`src/rtl/register_defs.vh`:
```
// Shared constants for the 8-bit register and its write arbiter.
// Pure definitions; no logic, no latency.
// Included by the package so every consumer sees one set of values.
`ifndef REGISTER_DEFS_VH
`define REGISTER_DEFS_VH

`define REG_WIDTH    8
`define REG_DEF_NREQ 4
`define REG_RST_VAL  8'h00

`endif

```
`src/rtl/register_8bit_arbiter_pkg.sv`:
```
// Package exposing register width, default requester count and reset value.
// No logic, no latency.
// Constants only; flow control lives in the arbiter.
package register_8bit_arbiter_pkg;

`include "register_defs.vh"

    localparam int             REG_W       = `REG_WIDTH;
    localparam int             DEF_NREQ    = `REG_DEF_NREQ;
    localparam logic [REG_W-1:0] REG_RST_VAL = `REG_RST_VAL;

endpackage

```
`src/rtl/register_8bit.sv`:
```
// 8-bit storage register with load enable and synchronous active-high reset.
// Latency: data_in captured on the rising edge where lode is high.
// No backpressure: a load is always accepted; without lode the value holds.
module register_8bit
    import register_8bit_arbiter_pkg::*;
(
    input  logic             CLK,
    input  logic             RST,
    input  logic             lode,
    input  logic [REG_W-1:0] data_in,
    output logic [REG_W-1:0] data_out
);

    logic [REG_W-1:0] data_d;
    logic [REG_W-1:0] data_q;

    // Next value: load when enabled, otherwise keep.
    always_comb begin
        data_d = data_q;
        if (lode) begin
            data_d = data_in;
        end
    end

    // Storage flop; reset wins over any load.
    always_ff @(posedge CLK) begin
        if (RST) begin
            data_q <= REG_RST_VAL;
        end else begin
            data_q <= data_d;
        end
    end

    assign data_out = data_q;

endmodule

```
`src/rtl/register_8bit_arbiter.sv`:
```
// Round-robin write arbiter sharing one register_8bit between NREQ requesters.
// Latency: grant is combinational; granted data is visible after the next edge.
// Losers keep req high and wait; hold or RST suppresses all grants.
module register_8bit_arbiter
    import register_8bit_arbiter_pkg::*;
#(
    parameter int NREQ = DEF_NREQ,
    parameter int IDW  = $clog2(NREQ)
) (
    input  logic                  CLK,
    input  logic                  RST,
    input  logic [NREQ-1:0]       req,
    input  logic [8*NREQ-1:0]     data_in,
    input  logic                  hold,
    output logic [NREQ-1:0]       grant,
    output logic [7:0]            data_out,
    output logic [IDW-1:0]        last_id,
    output logic                  loaded,
    output logic [7:0]            wr_count
);

    localparam logic [IDW:0] NREQ_W = (IDW+1)'(NREQ);

    logic [IDW-1:0] ptr_d, ptr_q;
    logic [IDW-1:0] last_id_d, last_id_q;
    logic           loaded_d, loaded_q;
    logic [7:0]     wr_count_d, wr_count_q;

    logic           found;
    logic [IDW-1:0] sel_id;
    logic [IDW:0]   sum;
    logic [7:0]     sel_data;

    // Pick the first requester at or after ptr, wrapping modulo NREQ.
    always_comb begin
        grant  = '0;
        found  = 1'b0;
        sel_id = '0;
        sum    = '0;
        if (!RST && !hold) begin
            for (int k = 0; k < NREQ; k++) begin
                sum = {1'b0, ptr_q} + (IDW+1)'(k);
                if (sum >= NREQ_W) begin
                    sum = sum - NREQ_W;
                end
                if (!found && req[sum[IDW-1:0]]) begin
                    found  = 1'b1;
                    sel_id = sum[IDW-1:0];
                end
            end
        end
        if (found) begin
            grant[sel_id] = 1'b1;
        end
    end

    // Route the winner's byte to the shared register.
    always_comb begin
        sel_data = '0;
        for (int i = 0; i < NREQ; i++) begin
            if (sel_id == IDW'(i)) begin
                sel_data = data_in[8*i +: 8];
            end
        end
    end

    // Bookkeeping updates only on a granted edge.
    always_comb begin
        ptr_d      = ptr_q;
        last_id_d  = last_id_q;
        loaded_d   = loaded_q;
        wr_count_d = wr_count_q;
        if (found) begin
            ptr_d      = (sel_id == IDW'(NREQ-1)) ? '0 : sel_id + IDW'(1);
            last_id_d  = sel_id;
            loaded_d   = 1'b1;
            wr_count_d = wr_count_q + 8'd1;
        end
    end

    // Arbiter state flops with synchronous reset.
    always_ff @(posedge CLK) begin
        if (RST) begin
            ptr_q      <= '0;
            last_id_q  <= '0;
            loaded_q   <= 1'b0;
            wr_count_q <= 8'd0;
        end else begin
            ptr_q      <= ptr_d;
            last_id_q  <= last_id_d;
            loaded_q   <= loaded_d;
            wr_count_q <= wr_count_d;
        end
    end

    register_8bit u_reg (
        .CLK      (CLK),
        .RST      (RST),
        .lode     (|grant),
        .data_in  (sel_data),
        .data_out (data_out)
    );

    assign last_id  = last_id_q;
    assign loaded   = loaded_q;
    assign wr_count = wr_count_q;

endmodule

```
`config.mk`:
```
export PLATFORM = sky130hd
export DESIGN_NAME = register_8bit_arbiter
export DESIGN_NICKNAME = d
export VERILOG_FILES = /design/src/rtl/register_8bit_arbiter_pkg.sv /design/src/rtl/register_8bit.sv /design/src/rtl/register_8bit_arbiter.sv
export VERILOG_INCLUDE_DIRS = /design/src /design/src/rtl
export SDC_FILE = /design/constraint.sdc
export NUM_CORES = 1
export LEC_CHECK = 0
export BUFFER_PORTS_ARGS = -buffer_cell sky130_fd_sc_hd__buf_2
export CORE_ASPECT_RATIO = 0.75
export CORE_MARGIN = 2
export CORE_UTILIZATION = 45
export DETAILED_ROUTE_END_ITERATION = 6
export HOLD_SLACK_MARGIN = 0.12
export PLACE_DENSITY = 0.79
export REMOVE_ABC_BUFFERS = 1
export SYNTH_ARGS = -nofsm -noshare
export SYNTH_HDL_FRONTEND = slang
export SYNTH_HIERARCHICAL = 1
export SYNTH_SLANG_ARGS = --single-unit
```
`constraint.sdc`:
```
create_clock -name CLK -period 2.6 [get_ports CLK]
set_clock_uncertainty 0.15 [all_clocks]
set_input_delay 0.13 -clock CLK [delete_from_list [all_inputs] [get_ports CLK]]
set_output_delay 0.13 -clock CLK [all_outputs]
set_load 0.005 [all_outputs]
```
# Word-level counts from Yosys, hierarchy flattened
# Index checks and enable logic that the tools add are counted.
classes:
  n_addsub: 9
  mul: 0
  div_mod_pow: 0
  magnitude_cmp: 10
  eq_ne: 3
  shifts: 0
  mux: 37
  bitwise_logic: 0
  n_reduce_logical: 12
ops:
  columns: ["op", "n"]
  rows:
  - ["$mux W8", 4]
  - ["$mux W2", 14]
  - ["$lt A2 B3 Y1 const B", 5]
  - ["$mux W1", 13]
  - ["$ge A3 B3 Y1 const B", 3]
  - ["$add A8 B1 Y8 const B", 1]
  - ["$bmux W1 S2", 4]
  - ["$sub A2 B1 Y2 const B", 4]
  - ["$add A2 B2 Y3 const B", 2]
  - ["$logic_and A1 B1 Y1", 5]
  - ["$logic_not A1 Y1", 5]
  - ["$eq A2 B2 Y1 const B", 2]
  - ["$mux W4", 1]
  - ["$reduce_or A4 Y1", 1]
  - ["$add A2 B1 Y3 const B", 1]
  - ["$ge A2 B3 Y1 const B", 1]
  - ["$add A2 B1 Y2 const B", 1]
  - ["$demux W1 S2", 1]
  - ["$eq A2 B1 Y1 const B", 1]
  - ["$ge A2 B1 Y1 const B", 1]
  - ["$logic_not A2 Y1", 1]
word_totals:
  ff_bits: 21
  latch_bits: 0
  ram_bits: 0
  mem_bits_ro: 0
  output_inout_bits: 23
  n_memories: 0

# Longest topological paths before layout
logic_depth:
  word_depth: 25
  ltp_mapped: 12
  mapped_depth_nobuf: 11

# By module
# Netlist, hierarchy kept.
modules_own_cells:
  columns: ["mod", "n_inst", "cells_per_inst", "area_per_inst_um2", "seq_area_each_um2"]
  rows:
  - ["register_8bit_arbiter", 1, 123, 979.7, 260.2]
  - ["register_8bit", 1, 26, 285.3, 160.2]

# Worst setup path before layout
# No wires, ideal clock.
synth_timing:
  path_kind: "register to register"
  startpoint: "register ptr_q[1]"
  endpoint: "register u_reg.data_q[0] (netlist: u_reg/data_out[0])"
  setup_ns: 0.124
  arrival_ns: 2.158
  required_ns: 2.326
  path_slack_ns: 0.168
  stages_incl_launch_ff: 13
  path_buffers: 3
  period_less_slack_ns: 2.432
  cell_sequence: "dfxtp_1 > nand2b_1 > a21oi_1 > nor4_4 > inv_1 > ha_1 > clkbuf_1 > clkbuf_1 > nor4_1 > nor2_1 > buf_6 > mux2i_1 > nor2_1"
synth_via:
  elab_chain_cells: 25
  word_cells_on_any_way: 61
synth_lines:
  columns: ["element", "line", "rtl"]
  rows:
  - ["from (decl)", "register_8bit_arbiter.sv:24", "logic [IDW-1:0] ptr_d, ptr_q;"]
  - ["from (signal assigned)", "register_8bit_arbiter.sv:89", "ptr_q <= ptr_d;"]
  - ["$ge A2 B3 Y1 / $sub A2 B1 Y2 (equally long branches)", "register_8bit_arbiter.sv:43, register_8bit_arbiter.sv:44", null]
  - ["$mux W2", "register_8bit_arbiter.sv:43", "if (sum >= NREQ_W) begin"]
  - ["$mux W2", "register_8bit_arbiter.sv:40", "if (!RST && !hold) begin"]
  - ["$bmux W1 S2", "register_8bit_arbiter.sv:46", "if (!found && req[sum[IDW-1:0]]) begin"]
  - ["$mux W1 (implied by the code)", "register_8bit_arbiter.sv:46", null]
  - ["$mux W1", "register_8bit_arbiter.sv:46", null]
  - ["$mux W1", "register_8bit_arbiter.sv:40", null]
  - ["$logic_not A1 Y1", "register_8bit_arbiter.sv:46", null]
  - ["[... 10 more ...]", null, null]
  - ["$mux W2 *", "register_8bit_arbiter.sv:40", null]
  - ["net sel_id[0]", "register_8bit_arbiter.sv:30", "logic [IDW-1:0] sel_id;"]
  - ["$lt A2 B3 Y1 (implied by the code) / $ge A2 B1 Y1 (equally long branches)", "register_8bit_arbiter.sv:53", "grant[sel_id] = 1'b1;"]
  - ["$logic_and A1 B1 Y1 (implied by the code)", "register_8bit_arbiter.sv:53", null]
  - ["$mux W1 (implied by the code)", "register_8bit_arbiter.sv:53", null]
  - ["$demux W1 S2", "register_8bit_arbiter.sv:53", null]
  - ["$mux W4", "register_8bit_arbiter.sv:52", "if (found) begin"]
  - ["$reduce_or A4 Y1", "register_8bit_arbiter.sv:99", ".lode (|grant),"]
  - ["to (signal assigned)", "register_8bit.sv:30", "data_q <= data_d;"]
  - ["to (decl)", "register_8bit.sv:15", "logic [REG_W-1:0] data_q;"]
# Mark *: on every way through the listed nets, which the timed path passes. The rest lies on a longest branch. The select of a mux whose other input is x is not followed.
# A chain may end at the register's enable or synchronous reset.

# Final worst setup path
layout_timing:
  startpoint: "register ptr_q[1]"
  endpoint: "register u_reg.data_q[5] (netlist: u_reg/data_out[5])"
layout_via:
  word_cells_on_any_way: 61
layout_lines:
  columns: ["element", "line", "rtl"]
  rows:
  - ["$ge A2 B3 Y1 / $sub A2 B1 Y2 (equally long branches)", "register_8bit_arbiter.sv:43, register_8bit_arbiter.sv:44", null]
  - ["$mux W2", "register_8bit_arbiter.sv:43", null]
  - ["$mux W2", "register_8bit_arbiter.sv:40", null]
  - ["$bmux W1 S2", "register_8bit_arbiter.sv:46", null]
  - ["$mux W1 (implied by the code)", "register_8bit_arbiter.sv:46", null]
  - ["$mux W1", "register_8bit_arbiter.sv:46", null]
  - ["$mux W1", "register_8bit_arbiter.sv:40", null]
  - ["$logic_not A1 Y1", "register_8bit_arbiter.sv:46", null]
  - ["[... 8 more ...]", null, null]
  - ["$logic_and A1 B1 Y1", "register_8bit_arbiter.sv:46", null]
  - ["$mux W2 *", "register_8bit_arbiter.sv:46", null]
  - ["$mux W2 *", "register_8bit_arbiter.sv:40", null]
  - ["net sel_id[0]", "register_8bit_arbiter.sv:30", null]
  - ["$logic_not A2 Y1", "register_8bit_arbiter.sv:61", "if (sel_id == IDW'(i)) begin"]
  - ["$mux W8 (3 in a row)", "register_8bit_arbiter.sv:61", null]
  - ["$mux W8 *", "register_8bit_arbiter.sv:61", null]
  - ["net sel_data[5]", "register_8bit_arbiter.sv:32", "logic [7:0] sel_data;"]
# Marked as above.

==> impl_metrics.ini <==
[drt]
drc = 0
wl_per_cell_um = 15.6
postRouteAntennaNets = 0
wirelength_um = 4020
first_pass_iters = 4
vias_per_cell = 5.50
drt-initial-drc-count = 58
via_count = 1418

[critical_path]
r2r_cells = 11
crit_fanout = 11
critPathMaxStageDelay_ns = 0.39
arrival_ns = 2.49
crit_type = flip-flop to flip-flop
critPathSlowestCell = nor4_4
crit_path_end_kind = flip-flop
critPathLaunchType = flip-flop
critPathRequiredTime_ns = 2.61
crit_chain = nand2b_1 -> a21oi_1 -> nor4_4 -> ha_2 -> buf_6 -> nor2b_1 -> buf_4 -> a221oi_2 -> o31ai_1 -> mux2i_1 -> nor2_1

[place]
placed_area_mm2 = 0.00162
place_congestion = 0.811
port_buffers = 61
dp_hpwl_um = 2730
dp_slack_ns = -0.0784
dp.cells = 244

[finish]
multiInputGateArea_um2 = 816
drive_gt1_frac = 0.410
areaGrowthSynthToFinish_pct = 42.7
utilization = 0.683
fin_cells = 258
final.fill_count = 217
finalNetCount = 267
design_area_mm2 = 0.00181
diodes = 0
final-seq-area_um2 = 424

[power]
sw_frac_of_total = 0.289
p_int_mw = 0.546
p_leak_nw = 0.808
combPwrFrac = 0.257
irDropWorstVdd_mv = 0.316
cellPowerDensity_mw_per_mm2 = 425
power.switching_mw = 0.222
seqPwrFrac = 0.459
clockPowerShare = 0.284

[sta]
finalHoldViolations = 0
finalSetupViolations = 0
worst_slew_pin_slew_ns = 0.628
max-slew-margin-rel = 0.579
setup_slack_ns = 0.113
slew_viol_final = 0
hold_ws_ns = 0.121
max_freq_ghz = 0.402
fin_crit_ns = 2.49
fin_crit_sh = 0.957

[synth]
syn_area_per_cell_um2 = 8.49
syn_inst = 149
syn_area_mm2 = 0.00126
synth_commonest_cells = dfxtp_1 (21), nand2_1 (17), nor2_1 (16)
synth_cell_types = 33
synth_edf_count = 0
netlist.area_leader.share = 0.332
ys_async_sr_fraction = 0
yosysSeqAreaShare = 0.332
synth_top_area_cell = dfxtp_1
synth.most_common_cell = dfxtp_1
ys_ff_latch = 21
synth_area_leaders = dfxtp_1 (33%), mux2i_1 (7.1%), o31ai_1 (5.9%)
synth_ff_type = dfxtp_1
yosys_warnings = 6

[clocking]
cts_max_path_buffers = 2
cts_num_sinks = 21
clk_pin_slew_ns = 0.08
numCtsBuffers = 3
insertion_delay_ns = 0.26
cts_max_level = 1
clockRootBuffer = clkbuf_8
cts_tree = yes

[global_routing]
grt_use_total = 0.236
grt_max_degree = 18
grt_pass1_wl_um = 5870
grt_pass1_vias = 1407
use_met1 = 0.275
overflow = 0
grt_use_met3 = 0.0639
busiest_layer = met2
antenna_found_initial = 0
grt_util_met2 = 0.403

[floorplan]
pin_count = 62
core_mm2 = 0.00264
dieWidth_um = 65.2
start_util = 0.479
die_y_um = 49.9
dieArea_mm2 = 0.00326
rows = 16

[flow_run]
max_cap_viol_count = 0

[worst_hold_path]
holdPathStages = 4
hold_class = primary input to flip-flop

[run_status]
status = finished, final reports clean
worst paths after layout:
kind | startpoint | end | slack, ns
worst max-delay path | ptr_q[1] | u_reg/data_out[5] | 0.11
worst min-delay path | hold | last_id[1] | 0.12
worst max register to register | ptr_q[1] | u_reg/data_out[5] | 0.11
worst min register to register | last_id[1] | last_id[1] | 0.33
power groups by stage:
stage	logic [mW]	clock network, mW	registers, mW
2_1_floorplan	0.0894	0	0.359
3_3_place_gp	0.162	0	0.359
3_5_place_dp	0.170	0	0.359
4_1_cts	0.181	0.225	0.352
5_1_grt	0.212	0.242	0.355
6_report	0.197	0.218	0.352
layout by cell type, fill, tap and decap left out, drive strengths merged, types with 6 or more instances in the layout:
cell | netlist | final
buf | 4 | 68
dfxtp | 21 | 21
nand2 | 17 | 17
nor2 | 16 | 16
o31ai | 10 | 10
mux2i | 9 | 9
dlygate4sd3 | 0 | 9
nor2b | 8 | 8
nand3 | 7 | 7
a221oi | 7 | 7
a21oi | 6 | 6
metrics by stage:
stage / setup TNS (ns) / power, mW
2_1_floorplan: 0 / 0.449
3_3_place_gp: 0 / 0.520
3_5_place_dp: -0.408 / 0.529
4_1_cts: 0 / 0.758
5_1_grt: -0.0760 / 0.809
6_report: 0 / 0.768
metal layers:
layer | wire length [µm] | vias to the layer above
met3 | 185 | 12
met2 | 2070 | 55
met4 | 97 | 0
met5 | 0 | -
li1 | - | 680
met1 | 1670 | 671
critical path, delay by kind of cell, from the launching register on:
family          cells  cell delay (ns)
simple gates        4             0.61
compound gates      3             0.49
flops               1             0.38
buf+inv             2             0.34
fa+ha+maj           1             0.27
mux                 1             0.13
state kept, by name, indices dropped and copies added (netlist names):
| name | cells |
|---|---|
| last_id | 2 |
| loaded | 1 |
| ptr_q | 2 |
| u_reg/data_out | 8 |
| wr_count | 8 |
cells by family (layout without fill, tap and decap cells):
family / Yosys count / count (layout) / share of synthesized area
adders and majority gates: 5 / 5 / 0.0495
AOI/OAI and AO/OA: 33 / 33 / 0.194
xor gates and xnor gates: 3 / 3 / 0.0208
and+or+nand+nor: 64 / 64 / 0.279
DFF: 21 / 21 / 0.332
muxes: 9 / 9 / 0.0712
buffers and inverters: 14 / 87 / 0.0534
area by class of cell:
cell class | instances | area share
clock inverter | 1 | 0.00277
inverter | 6 | 0.0125
tap | 36 | 0.0249
timing repair buffer | 77 | 0.250
sequential | 21 | 0.235
clock buffer | 3 | 0.0229
multi-input combinational | 114 | 0.452
timing repair:
item,in CTS,in global routing
buffers inserted,0,1
gates resized for setup,1,10
hold buffers,9,0
pin swaps,0,1
setup endpoints to repair,8,8
hold endpoints to repair,11,0
No activity file was read; power rests on OpenSTA's default activity.
